File: config.mk
export PLATFORM = sky130hd
export DESIGN_NAME = pipeline_hazard_ctrl_flat
export DESIGN_NICKNAME = d
export VERILOG_FILES = /design/src/rtl/pipeline_ctrl_pkg.sv /design/src/rtl/pipeline_hazard_ctrl_if.sv /design/src/rtl/forward_unit.sv /design/src/rtl/pipeline_hazard_ctrl.sv /design/src/flat_wrapper.sv
export SDC_FILE = /design/constraint.sdc
export NUM_CORES = 1
export LEC_CHECK = 0
export BUFFER_PORTS_ARGS = -buffer_cell sky130_fd_sc_hd__buf_2
export CAP_MARGIN = 20
export CORE_MARGIN = 2
export CORE_UTILIZATION = 52
export CTS_BUF_LIST = sky130_fd_sc_hd__clkbuf_16
export DETAILED_ROUTE_END_ITERATION = 10
export PLACE_DENSITY = 0.89
export SLEW_MARGIN = 20
export SYNTH_ARGS = -nofsm -noshare
export SYNTH_HDL_FRONTEND = slang
export SYNTH_SLANG_ARGS = --single-unit
export TNS_END_PERCENT = 1
File: constraint.sdc
create_clock -name clk -period 2.6 [get_ports clk]
set_clock_uncertainty 0.1 [all_clocks]
set_input_delay 0.13 -clock clk [delete_from_list [all_inputs] [get_ports clk]]
set_output_delay 0.13 -clock clk [all_outputs]
set_load 0.02 [all_outputs]
File: src/rtl/pipeline_ctrl_pkg.sv
// Shared types for the pipeline hazard controller: FSM states, forwarding
// select codes and the packed bundle of stage-register controls.
package pipeline_ctrl_pkg;

    typedef enum logic [1:0] {
        ST_RUN      = 2'd0,
        ST_MEM_WAIT = 2'd1,
        ST_TRAP     = 2'd2
    } state_e;

    localparam logic [1:0] FWD_REG = 2'b00;
    localparam logic [1:0] FWD_WB  = 2'b01;
    localparam logic [1:0] FWD_MEM = 2'b10;

    typedef struct packed {
        logic pc_we;
        logic if_id_we;
        logic if_id_flush;
        logic id_ex_flush;
        logic ex_mem_we;
        logic mem_wb_we;
        logic mem_wb_bubble;
    } ctrl_t;

endpackage

File: src/rtl/pipeline_hazard_ctrl_if.sv
// Bundle between the pipeline datapath (master) and the hazard controller (slave).
interface pipeline_hazard_ctrl_if #(
    parameter int REG_ADDR_W = 5,
    parameter int CNT_W      = 32
);
    logic [REG_ADDR_W-1:0] id_rs1;
    logic [REG_ADDR_W-1:0] id_rs2;
    logic                  id_use_rs1;
    logic                  id_use_rs2;
    logic [REG_ADDR_W-1:0] ex_rs1;
    logic [REG_ADDR_W-1:0] ex_rs2;
    logic [REG_ADDR_W-1:0] ex_rd;
    logic                  ex_mem_read;
    logic                  ex_branch_taken;
    logic [REG_ADDR_W-1:0] mem_rd;
    logic                  mem_reg_write;
    logic [REG_ADDR_W-1:0] wb_rd;
    logic                  wb_reg_write;
    logic                  dmem_req;
    logic                  dmem_ready;

    logic                  pc_we;
    logic                  if_id_we;
    logic                  if_id_flush;
    logic                  id_ex_flush;
    logic                  ex_mem_we;
    logic                  mem_wb_we;
    logic                  mem_wb_bubble;
    logic [1:0]            fwd_a;
    logic [1:0]            fwd_b;
    logic                  mem_timeout;
    logic [CNT_W-1:0]      stall_cnt;
    logic [CNT_W-1:0]      flush_cnt;

    modport master (
        output id_rs1, id_rs2, id_use_rs1, id_use_rs2, ex_rs1, ex_rs2, ex_rd,
               ex_mem_read, ex_branch_taken, mem_rd, mem_reg_write, wb_rd,
               wb_reg_write, dmem_req, dmem_ready,
        input  pc_we, if_id_we, if_id_flush, id_ex_flush, ex_mem_we, mem_wb_we,
               mem_wb_bubble, fwd_a, fwd_b, mem_timeout, stall_cnt, flush_cnt
    );

    modport slave (
        input  id_rs1, id_rs2, id_use_rs1, id_use_rs2, ex_rs1, ex_rs2, ex_rd,
               ex_mem_read, ex_branch_taken, mem_rd, mem_reg_write, wb_rd,
               wb_reg_write, dmem_req, dmem_ready,
        output pc_we, if_id_we, if_id_flush, id_ex_flush, ex_mem_we, mem_wb_we,
               mem_wb_bubble, fwd_a, fwd_b, mem_timeout, stall_cnt, flush_cnt
    );
endinterface

File: src/rtl/forward_unit.sv
// EX-operand bypass select for one source register; the younger MEM result wins
// over WB, and x0 is never bypassed because it is hard-wired to zero.
module forward_unit
    import pipeline_ctrl_pkg::*;
#(
    parameter int REG_ADDR_W = 5
) (
    input  logic [REG_ADDR_W-1:0] ex_rs_i,
    input  logic [REG_ADDR_W-1:0] mem_rd_i,
    input  logic                  mem_reg_write_i,
    input  logic [REG_ADDR_W-1:0] wb_rd_i,
    input  logic                  wb_reg_write_i,
    output logic [1:0]            fwd_sel_o
);
    always_comb begin
        fwd_sel_o = FWD_REG;
        if (mem_reg_write_i && (mem_rd_i != '0) && (mem_rd_i == ex_rs_i)) begin
            fwd_sel_o = FWD_MEM;
        end else if (wb_reg_write_i && (wb_rd_i != '0) && (wb_rd_i == ex_rs_i)) begin
            fwd_sel_o = FWD_WB;
        end
    end
endmodule

File: src/rtl/pipeline_hazard_ctrl.sv
// Hazard/sequencing controller for the 5-stage pipeline: stage-register enables
// and flushes, EX forwarding, dmem wait freeze with timeout trap, stall counters.
module pipeline_hazard_ctrl
    import pipeline_ctrl_pkg::*;
#(
    parameter int REG_ADDR_W = 5,
    parameter int CNT_W      = 32,
    parameter int WAIT_MAX   = 16
) (
    input  logic                   clk,
    input  logic                   reset,
    pipeline_hazard_ctrl_if.slave  bus
);
    localparam int WAIT_W = (WAIT_MAX > 2) ? $clog2(WAIT_MAX) : 1;

    state_e              state_q, state_d;
    logic [WAIT_W-1:0]   wait_cnt_q, wait_cnt_d;
    logic [CNT_W-1:0]    stall_cnt_q, flush_cnt_q;
    ctrl_t               ctrl;
    logic                freeze, load_use, branch_flush;

    logic [REG_ADDR_W-1:0] ex_rs   [2];
    logic [1:0]            fwd_sel [2];

    assign ex_rs[0] = bus.ex_rs1;
    assign ex_rs[1] = bus.ex_rs2;

    genvar gi;
    generate
        for (gi = 0; gi < 2; gi++) begin : g_fwd
            forward_unit #(.REG_ADDR_W(REG_ADDR_W)) u_fwd (
                .ex_rs_i         (ex_rs[gi]),
                .mem_rd_i        (bus.mem_rd),
                .mem_reg_write_i (bus.mem_reg_write),
                .wb_rd_i         (bus.wb_rd),
                .wb_reg_write_i  (bus.wb_reg_write),
                .fwd_sel_o       (fwd_sel[gi])
            );
        end
    endgenerate

    assign freeze   = bus.dmem_req & ~bus.dmem_ready;
    assign load_use = bus.ex_mem_read && (bus.ex_rd != '0) &&
                      ((bus.id_use_rs1 && (bus.ex_rd == bus.id_rs1)) ||
                       (bus.id_use_rs2 && (bus.ex_rd == bus.id_rs2)));

    always_comb begin
        state_d    = state_q;
        wait_cnt_d = wait_cnt_q;
        unique case (state_q)
            ST_RUN: begin
                if (freeze) begin
                    state_d    = ST_MEM_WAIT;
                    wait_cnt_d = WAIT_W'(1);
                end
            end
            ST_MEM_WAIT: begin
                if (!freeze) begin
                    state_d    = ST_RUN;
                    wait_cnt_d = '0;
                end else if (wait_cnt_q == WAIT_W'(WAIT_MAX - 1)) begin
                    state_d = ST_TRAP;
                end else begin
                    wait_cnt_d = wait_cnt_q + WAIT_W'(1);
                end
            end
            ST_TRAP: ;
            default: state_d = ST_RUN;
        endcase
    end

    // Priority: reset force > TRAP > freeze > branch > load-use > normal.
    always_comb begin
        ctrl         = '0;
        branch_flush = 1'b0;
        if (reset) begin
            ctrl.if_id_flush   = 1'b1;
            ctrl.id_ex_flush   = 1'b1;
            ctrl.mem_wb_bubble = 1'b1;
        end else if (state_q == ST_TRAP) begin
            ctrl = '0;
        end else if (freeze) begin
            ctrl.mem_wb_we     = 1'b1;
            ctrl.mem_wb_bubble = 1'b1;
        end else if (bus.ex_branch_taken) begin
            ctrl.pc_we       = 1'b1;
            ctrl.if_id_we    = 1'b1;
            ctrl.if_id_flush = 1'b1;
            ctrl.id_ex_flush = 1'b1;
            ctrl.ex_mem_we   = 1'b1;
            ctrl.mem_wb_we   = 1'b1;
            branch_flush     = 1'b1;
        end else if (load_use) begin
            ctrl.id_ex_flush = 1'b1;
            ctrl.ex_mem_we   = 1'b1;
            ctrl.mem_wb_we   = 1'b1;
        end else begin
            ctrl.pc_we     = 1'b1;
            ctrl.if_id_we  = 1'b1;
            ctrl.ex_mem_we = 1'b1;
            ctrl.mem_wb_we = 1'b1;
        end
    end

    always_ff @(posedge clk) begin
        if (reset) begin
            state_q     <= ST_RUN;
            wait_cnt_q  <= '0;
            stall_cnt_q <= '0;
            flush_cnt_q <= '0;
        end else begin
            state_q    <= state_d;
            wait_cnt_q <= wait_cnt_d;
            if (!ctrl.pc_we && (stall_cnt_q != {CNT_W{1'b1}})) begin
                stall_cnt_q <= stall_cnt_q + CNT_W'(1);
            end
            if (branch_flush && (flush_cnt_q != {CNT_W{1'b1}})) begin
                flush_cnt_q <= flush_cnt_q + CNT_W'(1);
            end
        end
    end

    assign bus.pc_we         = ctrl.pc_we;
    assign bus.if_id_we      = ctrl.if_id_we;
    assign bus.if_id_flush   = ctrl.if_id_flush;
    assign bus.id_ex_flush   = ctrl.id_ex_flush;
    assign bus.ex_mem_we     = ctrl.ex_mem_we;
    assign bus.mem_wb_we     = ctrl.mem_wb_we;
    assign bus.mem_wb_bubble = ctrl.mem_wb_bubble;
    assign bus.fwd_a         = reset ? FWD_REG : fwd_sel[0];
    assign bus.fwd_b         = reset ? FWD_REG : fwd_sel[1];
    assign bus.mem_timeout   = (state_q == ST_TRAP);
    assign bus.stall_cnt     = stall_cnt_q;
    assign bus.flush_cnt     = flush_cnt_q;
endmodule

File: src/flat_wrapper.sv
// flat-port wrapper written by rule: the top's interface ports become plain ports
module pipeline_hazard_ctrl_flat import pipeline_ctrl_pkg::*;
#(
    parameter int REG_ADDR_W = 5,
    parameter int CNT_W      = 32,
    parameter int WAIT_MAX   = 16
)
  (clk, reset, bus_id_rs1, bus_id_rs2, bus_id_use_rs1, bus_id_use_rs2, bus_ex_rs1, bus_ex_rs2, bus_ex_rd, bus_ex_mem_read, bus_ex_branch_taken, bus_mem_rd, bus_mem_reg_write, bus_wb_rd, bus_wb_reg_write, bus_dmem_req, bus_dmem_ready, bus_pc_we, bus_if_id_we, bus_if_id_flush, bus_id_ex_flush, bus_ex_mem_we, bus_mem_wb_we, bus_mem_wb_bubble, bus_fwd_a, bus_fwd_b, bus_mem_timeout, bus_stall_cnt, bus_flush_cnt);
  pipeline_hazard_ctrl_if #(.REG_ADDR_W(REG_ADDR_W), .CNT_W(CNT_W)) bus_i ();
  input  logic clk;
  input  logic reset;
  input wire logic [$bits(bus_i.id_rs1)-1:0] bus_id_rs1;
  input wire logic [$bits(bus_i.id_rs2)-1:0] bus_id_rs2;
  input wire logic [$bits(bus_i.id_use_rs1)-1:0] bus_id_use_rs1;
  input wire logic [$bits(bus_i.id_use_rs2)-1:0] bus_id_use_rs2;
  input wire logic [$bits(bus_i.ex_rs1)-1:0] bus_ex_rs1;
  input wire logic [$bits(bus_i.ex_rs2)-1:0] bus_ex_rs2;
  input wire logic [$bits(bus_i.ex_rd)-1:0] bus_ex_rd;
  input wire logic [$bits(bus_i.ex_mem_read)-1:0] bus_ex_mem_read;
  input wire logic [$bits(bus_i.ex_branch_taken)-1:0] bus_ex_branch_taken;
  input wire logic [$bits(bus_i.mem_rd)-1:0] bus_mem_rd;
  input wire logic [$bits(bus_i.mem_reg_write)-1:0] bus_mem_reg_write;
  input wire logic [$bits(bus_i.wb_rd)-1:0] bus_wb_rd;
  input wire logic [$bits(bus_i.wb_reg_write)-1:0] bus_wb_reg_write;
  input wire logic [$bits(bus_i.dmem_req)-1:0] bus_dmem_req;
  input wire logic [$bits(bus_i.dmem_ready)-1:0] bus_dmem_ready;
  output wire logic [$bits(bus_i.pc_we)-1:0] bus_pc_we;
  output wire logic [$bits(bus_i.if_id_we)-1:0] bus_if_id_we;
  output wire logic [$bits(bus_i.if_id_flush)-1:0] bus_if_id_flush;
  output wire logic [$bits(bus_i.id_ex_flush)-1:0] bus_id_ex_flush;
  output wire logic [$bits(bus_i.ex_mem_we)-1:0] bus_ex_mem_we;
  output wire logic [$bits(bus_i.mem_wb_we)-1:0] bus_mem_wb_we;
  output wire logic [$bits(bus_i.mem_wb_bubble)-1:0] bus_mem_wb_bubble;
  output wire logic [$bits(bus_i.fwd_a)-1:0] bus_fwd_a;
  output wire logic [$bits(bus_i.fwd_b)-1:0] bus_fwd_b;
  output wire logic [$bits(bus_i.mem_timeout)-1:0] bus_mem_timeout;
  output wire logic [$bits(bus_i.stall_cnt)-1:0] bus_stall_cnt;
  output wire logic [$bits(bus_i.flush_cnt)-1:0] bus_flush_cnt;
  assign bus_i.id_rs1 = bus_id_rs1;
  assign bus_i.id_rs2 = bus_id_rs2;
  assign bus_i.id_use_rs1 = bus_id_use_rs1;
  assign bus_i.id_use_rs2 = bus_id_use_rs2;
  assign bus_i.ex_rs1 = bus_ex_rs1;
  assign bus_i.ex_rs2 = bus_ex_rs2;
  assign bus_i.ex_rd = bus_ex_rd;
  assign bus_i.ex_mem_read = bus_ex_mem_read;
  assign bus_i.ex_branch_taken = bus_ex_branch_taken;
  assign bus_i.mem_rd = bus_mem_rd;
  assign bus_i.mem_reg_write = bus_mem_reg_write;
  assign bus_i.wb_rd = bus_wb_rd;
  assign bus_i.wb_reg_write = bus_wb_reg_write;
  assign bus_i.dmem_req = bus_dmem_req;
  assign bus_i.dmem_ready = bus_dmem_ready;
  assign bus_pc_we = bus_i.pc_we;
  assign bus_if_id_we = bus_i.if_id_we;
  assign bus_if_id_flush = bus_i.if_id_flush;
  assign bus_id_ex_flush = bus_i.id_ex_flush;
  assign bus_ex_mem_we = bus_i.ex_mem_we;
  assign bus_mem_wb_we = bus_i.mem_wb_we;
  assign bus_mem_wb_bubble = bus_i.mem_wb_bubble;
  assign bus_fwd_a = bus_i.fwd_a;
  assign bus_fwd_b = bus_i.fwd_b;
  assign bus_mem_timeout = bus_i.mem_timeout;
  assign bus_stall_cnt = bus_i.stall_cnt;
  assign bus_flush_cnt = bus_i.flush_cnt;
  pipeline_hazard_ctrl #(.REG_ADDR_W(REG_ADDR_W), .CNT_W(CNT_W), .WAIT_MAX(WAIT_MAX)) u_core (.clk(clk), .reset(reset), .bus(bus_i));
endmodule
* Yosys cells after proc, flatten, opt, wreduce, memory -nomap -nowiden
Index checks and enable logic that the tools add are counted.
** Operators by class
- Eq/ne operators :: 14
- Add/subtract/negate cells :: 3
- Bitwise operators :: 3
- Muxes and demuxes :: 30
- Reduce and logical (&&, ||, !) cells :: 21
** Operators by type and width (count)
- $add 32x1->32 const B :: 2
- $ne 32x32->1 const B :: 2
- $eq 5x5->1 :: 6
- $mux 2 :: 12
- $reduce_bool 5->1 :: 3
- $logic_and 1x1->1 :: 12
- $mux 4 :: 3
- $mux 1 :: 10
- $pmux 4 s2 :: 1
- $mux 7 :: 1
- $ne 3x3->1 const B :: 2
- $pmux 2 s3 :: 1
- $reduce_and 3->1 :: 2
- $mux 5 :: 1
- $add 4x1->4 const B :: 1
- $eq 4x4->1 const B :: 1
- $mux 3 :: 1
- $eq 2x1->1 const B :: 1
- $eq 2x2->1 const B :: 1
- $logic_not 2->1 :: 1
- $ne 2x1->1 const B :: 1
- $not 1->1 :: 2
- $reduce_bool 2->1 :: 1
- $and 1x1->1 :: 1
- 2 further kinds :: 2
** Storage, ports and cells
- Flip-flop bits (word level) :: 70
- Output and inout bits :: 76
- Logic and storage cells :: 75

* Depth between registers and ports, before layout
Gate-level depths: netlist of run 1.
- Depth after elaboration :: 11
- Depth in mapped cells :: 10
- Mapped depth without buffers :: 8

* Cells and area by module
From an unflattened synthesis of run 1, not the netlist that was laid out.
** Second synthesis, totals
- Cells, all modules :: 491
- Area total of the unflattened synthesis :: 4047.6 um^2
** Modules (own cells, without submodules)
- pipeline_hazard_ctrl :: instances 1, sequential area each 1401.3 um^2, area an instance 3744.8 um^2, cells an instance 451
- forward_unit :: instances 2, sequential area each 0.0 um^2, area an instance 151.4 um^2, cells an instance 20

* Worst setup path after synthesis of run 1
OpenSTA, ideal clock, no wires.
- Kind :: flip-flop to flip-flop
- Start :: register u_core.flush_cnt_q[0] (netlist: u_core.bus.flush_cnt[0])
- End :: register u_core.flush_cnt_q[19] (netlist: u_core.bus.flush_cnt[19])
- Stages on the path, launching flop included :: 8
- Data arrival time :: 2.104 ns
- Buffers on the path :: 0
- Clock period less this slack :: 2.332 ns
- Required time :: 2.372 ns
- Library setup time :: 0.128 ns
- Slack :: 0.268 ns
- Cell sequence :: dfxtp_1 > ha_1 > nand3_1 > nor4_2 > nor3b_1 > nor3_1 > xnor2_1 > nor2_1
** Between the ends
- Longest elaborated chain between the ends :: 2
- Elaborated cells on any way between the ends :: 3
- Those cells by class :: add/sub: 1; eq/ne: 1; reduce/logical: 1
** RTL lines
- start, declared :: RTL line pipeline_hazard_ctrl.sv:18 : logic [CNT_W-1:0] stall_cnt_q, flush_cnt_q;
- start signal, assigned :: RTL line pipeline_hazard_ctrl.sv:118 : flush_cnt_q <= flush_cnt_q + CNT_W'(1);
- parallel branches: the longest is 2 deep, another holds $add 32x1->32
Parallel ways; which one is timed is not known.
A chain may end at the register's enable or synchronous reset.

* Worst setup path after layout of run 1
- Start :: register u_core.stall_cnt_q[0] (netlist: u_core.bus.stall_cnt[0])
- End :: register u_core.stall_cnt_q[28] (netlist: u_core.bus.stall_cnt[28])
** Between the ends
- Longest elaborated chain between the ends :: 2
- Elaborated cells on any way between the ends :: 3
- Those cells by class :: add/sub: 1; eq/ne: 1; reduce/logical: 1
** RTL lines
- start, declared :: RTL line pipeline_hazard_ctrl.sv:18
- start signal, assigned :: RTL line pipeline_hazard_ctrl.sv:115 : stall_cnt_q <= stall_cnt_q + CNT_W'(1);
- parallel branches: the longest is 2 deep, another holds $add 32x1->32
Parallel ways; which one is timed is not known.

==> impl_metrics.json, run 1 <==
{
  "synth_largest_area_cell": "dfxtp_1",
  "worstMarginPinSlew_ns": 0.672,
  "synth_ff_type": "dfxtp_1",
  "cap_violations": 0,
  "grt_start_max_net_pins": 67,
  "setup_violations": 0,
  "gp_congestion": 0.883,
  "worst_path_most_repeated_cell": "nand2_1",
  "io_buffers": 120,
  "yosysWarnings": 0,
  "dpl.hpwl_mm": 8.12,
  "ys_async_sr_fraction_pct": 0,
  "period_needed_ns": 2.46,
  "cp_data_arrival_time_ns": 2.62,
  "hold_buffers": 0,
  "antenna_cells": 0,
  "initial_core_util_pct": 53.0,
  "yosysSeqAreaShare_pct": 34.6,
  "die_h_um": 92.3,
  "hold_viol": 0,
  "drt_pass1_iterations": 5,
  "core_region_area_sq_um": 7650,
  "dieArea_sq_um": 8510,
  "routedWlPerCell_um": 15.1,
  "cts-htree-levels": 3,
  "p_leak_nw": 2.01,
  "max_stage_delay_ns": 0.45,
  "grt_usage_pct": 26.1,
  "layout-drive-gt1-share_pct": 27.2,
  "drt_iter0_markers": 258,
  "ant_nets": 0,
  "path_class": "reg -> reg",
  "critPathLaunchType": "flop",
  "nNetsFinal": 672,
  "multiInputGateArea_sq_um": 2500,
  "fin_cells": 730,
  "clk-insertion-delay-late_ns": 0.33,
  "fmax_ghz": 0.406,
  "cts_tree": "done",
  "whs_ns": 0.160,
  "syn_inst": 502,
  "synthTopCellsByArea": "dfxtp_1, xnor2_1, nor2_1",
  "status": "completed",
  "pwr_density_cell_nw_per_um2": 516,
  "yosysUniqueCellTypes": 49,
  "antenna_found_initial": 0,
  "peakVddDrop_uv": 364,
  "wl_mm": 11.0,
  "syn_avg_cell_area_sq_um": 8.07,
  "io_pins": 121,
  "area_delta_synth_final_pct": 26.4,
  "cts-root-buf": "clkbuf_16",
  "clock_path_buffers": 2,
  "post_cts_resized": 0,
  "max-slew-margin-rel_pct": 55.2,
  "cp-end-kind": "flop",
  "routed_via_density": 5.84,
  "rows": 32,
  "cts_setup_buffers": 0,
  "synth_seq_cells": 70,
  "slew_viol_final": 0,
  "cts_buffers": 9,
  "required_ns": 2.76,
  "cp_slowest_cell": "nor4_1",
  "clk_pin_slew_ns": 0.05,
  "fill_cells": 586,
  "synth_nets": 550,
  "synth_area_sq_um": 4050,
  "grt_pass1_vias": 3918,
  "drc": 0,
  "dp.cells": 715,
  "final.setup.tns_ns": 0,
  "die_x_um": 92.3,
  "crit_path_max_fanout": 6,
  "cp_cell_sequence": "ha_1, nand2_1, nor4_1, nand2_1, or2_2, or4_1, a21oi_1",
  "rsz0062_at_grt": "false",
  "vias": 4265,
  "synth-edff-count": 0,
  "yosys.area.top_type_share_pct": 34.6,
  "min_path_type": "in -> reg",
  "grt_pass1_wl_mm": 18.1,
  "seq_area_sq_um": 1400,
  "grt-ovfl-total": 0,
  "fin_crit_sh_pct": 94.8,
  "cts.sinks": 70
}
[state kept, by name (all words and copies together) (netlist names)]
register,count
u_core.bus.flush_cnt,32
u_core.state_q,2
u_core.bus.stall_cnt,32
u_core.wait_cnt_q,4
[layer usage]
metal	vias up	part of all wire (%)	global-route usage (%)
li1	2056	-	-
met4	0	2.4	10.8
met1	2009	42	32.7
met2	176	48	43.5
met5	-	0	0
met3	24	6.7	5.75
[power breakdown]
group | switching [mW] | internal [mW]
sequential | 0.0140 | 1.08
combinational | 0.146 | 0.102
clock | 0.464 | 0.832
[placed cells by master (no fill, tap or decap), types with 6 or more instances in the layout]
cell type  instances
o21ai_0           27
mux2_2             7
nand2_1           34
a21oi_1           32
nor3_1            16
o31ai_1            9
xor2_1            21
and3_1             6
buf_4             13
or3_1             24
inv_1             13
xnor2_1           36
or4_1             19
nand4_1           21
nor4_1            14
nor2b_1            8
buf_2            120
clkbuf_16          9
nand2b_1           8
nand3_1           22
nor2_1            52
dfxtp_1           70
[cells in the mapped netlist, types with 2 or more instances]
master / count
dfxtp_1: 70
or2_2: 2
nor4_1: 15
nor2b_1: 8
and3_1: 6
inv_1: 13
nand2b_1: 8
o211ai_1: 3
xnor2_1: 36
xor2_1: 21
o21ai_0: 27
and4_1: 3
o31ai_1: 9
clkbuf_1: 10
a21o_1: 2
ha_1: 3
nor3b_1: 3
buf_1: 3
or3_1: 24
nor2_1: 52
nor3_1: 16
nand4_2: 2
or4_1: 19
buf_2: 9
and2_1: 2
a21oi_1: 32
nand3_1: 22
mux2_2: 7
nand2_1: 34
nor4_2: 2
nand4_1: 21
[layout make-up]
class / instances / area share [%]
repair buffers: 134 / 14.0
clock buffers: 9 / 4.40
flip-flops and latches: 70 / 27.4
well taps: 102 / 2.49
inverters: 14 / 1.08
clock inverters: 6 / 1.71
multi-input cells: 395 / 48.9
[worst max-delay path: cells and delay by family, from the launching register on]
kind,cells,cell delay [ns]
fa+ha+maj,1,0.25
compound gates,1,0.17
simple gates,5,1.45
flops,1,0.44
[final timing paths]
path	startpoint	to	slack, ns	depth (start not counted)
max reg2reg	u_core.bus.stall_cnt[0]	u_core.bus.stall_cnt[28]	0.14	7
min reg2reg	u_core.bus.flush_cnt[9]	u_core.bus.flush_cnt[9]	0.41	2
max	u_core.bus.stall_cnt[0]	u_core.bus.stall_cnt[28]	0.14	7
min	bus_ex_branch_taken	u_core.bus.flush_cnt[0]	0.16	4
[cell families (layout without fill, tap and decap cells)]
kind of cell	Yosys count	count (layout)	share of synthesized area (%)
flip-flops	70	70	34.6
AO/OA/AOI/OAI	81	81	11.4
AND/OR/NAND/NOR	246	246	34.7
multiplexers	8	8	2.19
XOR/XNOR	57	57	12.3
buffers and inverters	37	163	3.86
adder cells (fa/ha/maj)	3	3	0.927
[through the flow]
stage	area (sq um)	total power, mW	util [%]	worst slack, ns
floorplan	4050	1.26	-	0.268
global placement	4800	1.35	62.8	0.269
detailed placement	4800	1.36	62.8	0.222
CTS	5120	2.64	66.9	0.176
global route	5120	2.71	66.9	0.0288
finish	5120	2.64	66.9	0.136
No activity file was read; power rests on OpenSTA's default activity.
==> run 2, diff against run 1 <==
--- a/config.mk
+++ b/config.mk
@@ -7,6 +7,7 @@
 export LEC_CHECK = 0
 export BUFFER_PORTS_ARGS = -buffer_cell sky130_fd_sc_hd__buf_2
 export CAP_MARGIN = 20
+export CORE_ASPECT_RATIO = 0.75
 export CORE_MARGIN = 2
 export CORE_UTILIZATION = 52
 export CTS_BUF_LIST = sky130_fd_sc_hd__clkbuf_16
==> impl_metrics.json, run 2 (synthesis gave the netlist of run 1 again) <==
{
  "max-slew-margin-rel_pct": 53.1,
  "fmax_ghz": 0.405,
  "critPathLaunchType": "flop",
  "die_x_um": 106,
  "min_path_type": "in -> reg",
  "p_leak_nw": 2.03,
  "die_h_um": 80.4,
  "dp.cells": 715,
  "r2r_start": "u_core.state_q[0]",
  "fin_crit_sh_pct": 94.9,
  "dpl.hpwl_mm": 8.63,
  "pwr_density_cell_nw_per_um2": 516,
  "ant_nets": 0,
  "reg2reg_slack_ns": 0.13,
  "cp_cell_sequence": "nand2b_4, inv_4, or3_1, inv_1, a32oi_1, o21ai_2, buf_12, nor4_1, mux2_2",
  "vias": 4331,
  "cap_violations": 0,
  "max_stage_delay_ns": 0.38,
  "pwr-share-clk_pct": 49.2,
  "min_path_cells": 4,
  "clk-insertion-delay-late_ns": 0.33,
  "slew_viol_final": 0,
  "drc": 0,
  "switching_share_pct": 23.8,
  "io_buffers": 120,
  "fin_cells": 731,
  "drt_iter0_markers": 262,
  "cp-startpoint": "u_core.state_q[0]",
  "setup_violations": 0,
  "cp_slowest_cell": "mux2_2",
  "cts_buffers": 9,
  "critPathBufInv": 3,
  "routedWlPerCell_um": 16.2,
  "cts.sinks": 70,
  "cp-end-kind": "flop",
  "initial_core_util_pct": 54.5,
  "grt_start_max_net_pins": 70,
  "area_delta_synth_final_pct": 26.7,
  "grt_usage_pct": 27.6,
  "required_ns": 2.72,
  "antenna_found_initial": 0,
  "internal-power_mw": 2.02,
  "hp-start": "bus_ex_branch_taken",
  "status": "completed",
  "cts-root-buf": "clkbuf_16",
  "grt_pass1_wl_mm": 18.8,
  "clk_pin_slew_ns": 0.06,
  "cts-htree-levels": 3,
  "layout_common_cells": "buf_2, dfxtp_1, nor2_1, xnor2_1, nand2_1",
  "antenna_cells": 0,
  "power_mw": 2.65,
  "hold_end": "u_core.bus.flush_cnt[0]",
  "routed_via_density": 5.92,
  "final_common_cell": "buf_2",
  "drt_pass1_iterations": 5,
  "io_pins": 121,
  "rr_endpoint": "u_core.bus.stall_cnt[21]",
  "path_class": "reg -> reg",
  "rows": 27,
  "design_area_sq_um": 5130,
  "hold_viol": 0,
  "peakVddDrop_uv": 305,
  "crit_path_max_fanout": 48,
  "grt-ovfl-total": 0,
  "r2r_cells": 9,
  "cts_setup_buffers": 0,
  "rsz0062_at_grt": "false",
  "seqPwrFrac_pct": 41.4,
  "p_switching_uw": 630,
  "cp_data_arrival_time_ns": 2.58,
  "cts_tree": "done",
  "period_needed_ns": 2.47,
  "core_region_area_sq_um": 7430,
  "worstMarginPinSlew_ns": 0.703,
  "clock_path_buffers": 2,
  "final.setup.tns_ns": 0,
  "gp_congestion": 0.979,
  "dieArea_sq_um": 8520,
  "place_area_sq_um": 4810,
  "wl_mm": 11.8,
  "p_comb_share_pct": 9.5,
  "layout-drive-gt1-share_pct": 27.5,
  "nNetsFinal": 673,
  "grt_pass1_vias": 4081,
  "cp_top_family": "simple AND/OR/NAND/NOR gates"
}
## run 2: cell types whose count changed in the layout (fill, tap and decap cells not counted)
cell and delta:
clkinv_4 +1, clkinv_2 +1, buf_4 +1, a21oi_1 -1, inv_1 +1, clkinvlp_4 -2, a21oi_2 +1
## run 2: how the worst max path moves through the flow
stage	to	slack (ns)	cells after the start
CTS	bus_pc_we	0.14	5
detailed placement	u_core.bus.stall_cnt[21]	0.28	9
global placement	u_core.bus.flush_cnt[15]	0.39	7
finish	u_core.bus.stall_cnt[21]	0.13	9
global route	u_core.bus.stall_cnt[21]	0.03	9
floorplan	u_core.bus.flush_cnt[19]	0.27	7
## run 2: routing by layer
layer  share of wire (%)  vias up  wire length, um  track usage [%]
li1                    -     2062                -                -
met5                   0        -                0                0
met2                  47      221             5580             46.3
met4                 3.7        0              438             12.8
met3                 7.4       44              871             6.33
met1                  42     2004             4920             34.0
## run 2: power by group through the flow
stage	Combinational, mW	Clock (mW)	Sequential (mW)
2_1_floorplan	0.136	0	1.12
3_3_place_gp	0.234	0	1.12
3_5_place_dp	0.245	0	1.12
4_1_cts	0.248	1.31	1.09
5_1_grt	0.272	1.36	1.10
6_report	0.251	1.30	1.09
## run 2: per-stage QoR
step	setup slack [ns]	hold WS [ns]	util (%)
after detailed placement	0.277	0.402	64.7
after CTS	0.144	0.138	69.0
after floorplan	0.268	0.217	-
after global routing	0.0347	0.172	69.0
final	0.133	0.150	69.0
after global placement	0.392	0.377	64.7
## run 2: area by class of cell
class | count | area, sq um
Sequential cell | 70 | 1400
Fill cell | 598 | 2300
Clock buffer | 9 | 225
Tap cell | 101 | 126
Clock inverter | 7 | 90.1
Multi-Input combinational cell | 395 | 2510
Timing Repair Buffer | 135 | 726
Inverter | 14 | 55.1
## run 2: timing repair
| action | in CTS | in global routing |
|---|---|---|
| hold endpoints to repair | 0 | 0 |
| endpoints found under the setup margin | 0 | 2 |
| hold buffers | 0 | 0 |
| gates resized for setup | 0 | 1 |
## run 2: worst register-to-register path, delay by kind of cell (launching register included)
family	cells	cell delay [ns]
and+or+nand+nor	3	0.76
buffers and inverters	3	0.38
AOI/OAI and AO/OA	2	0.38
muxes	1	0.38
DFF	1	0.37
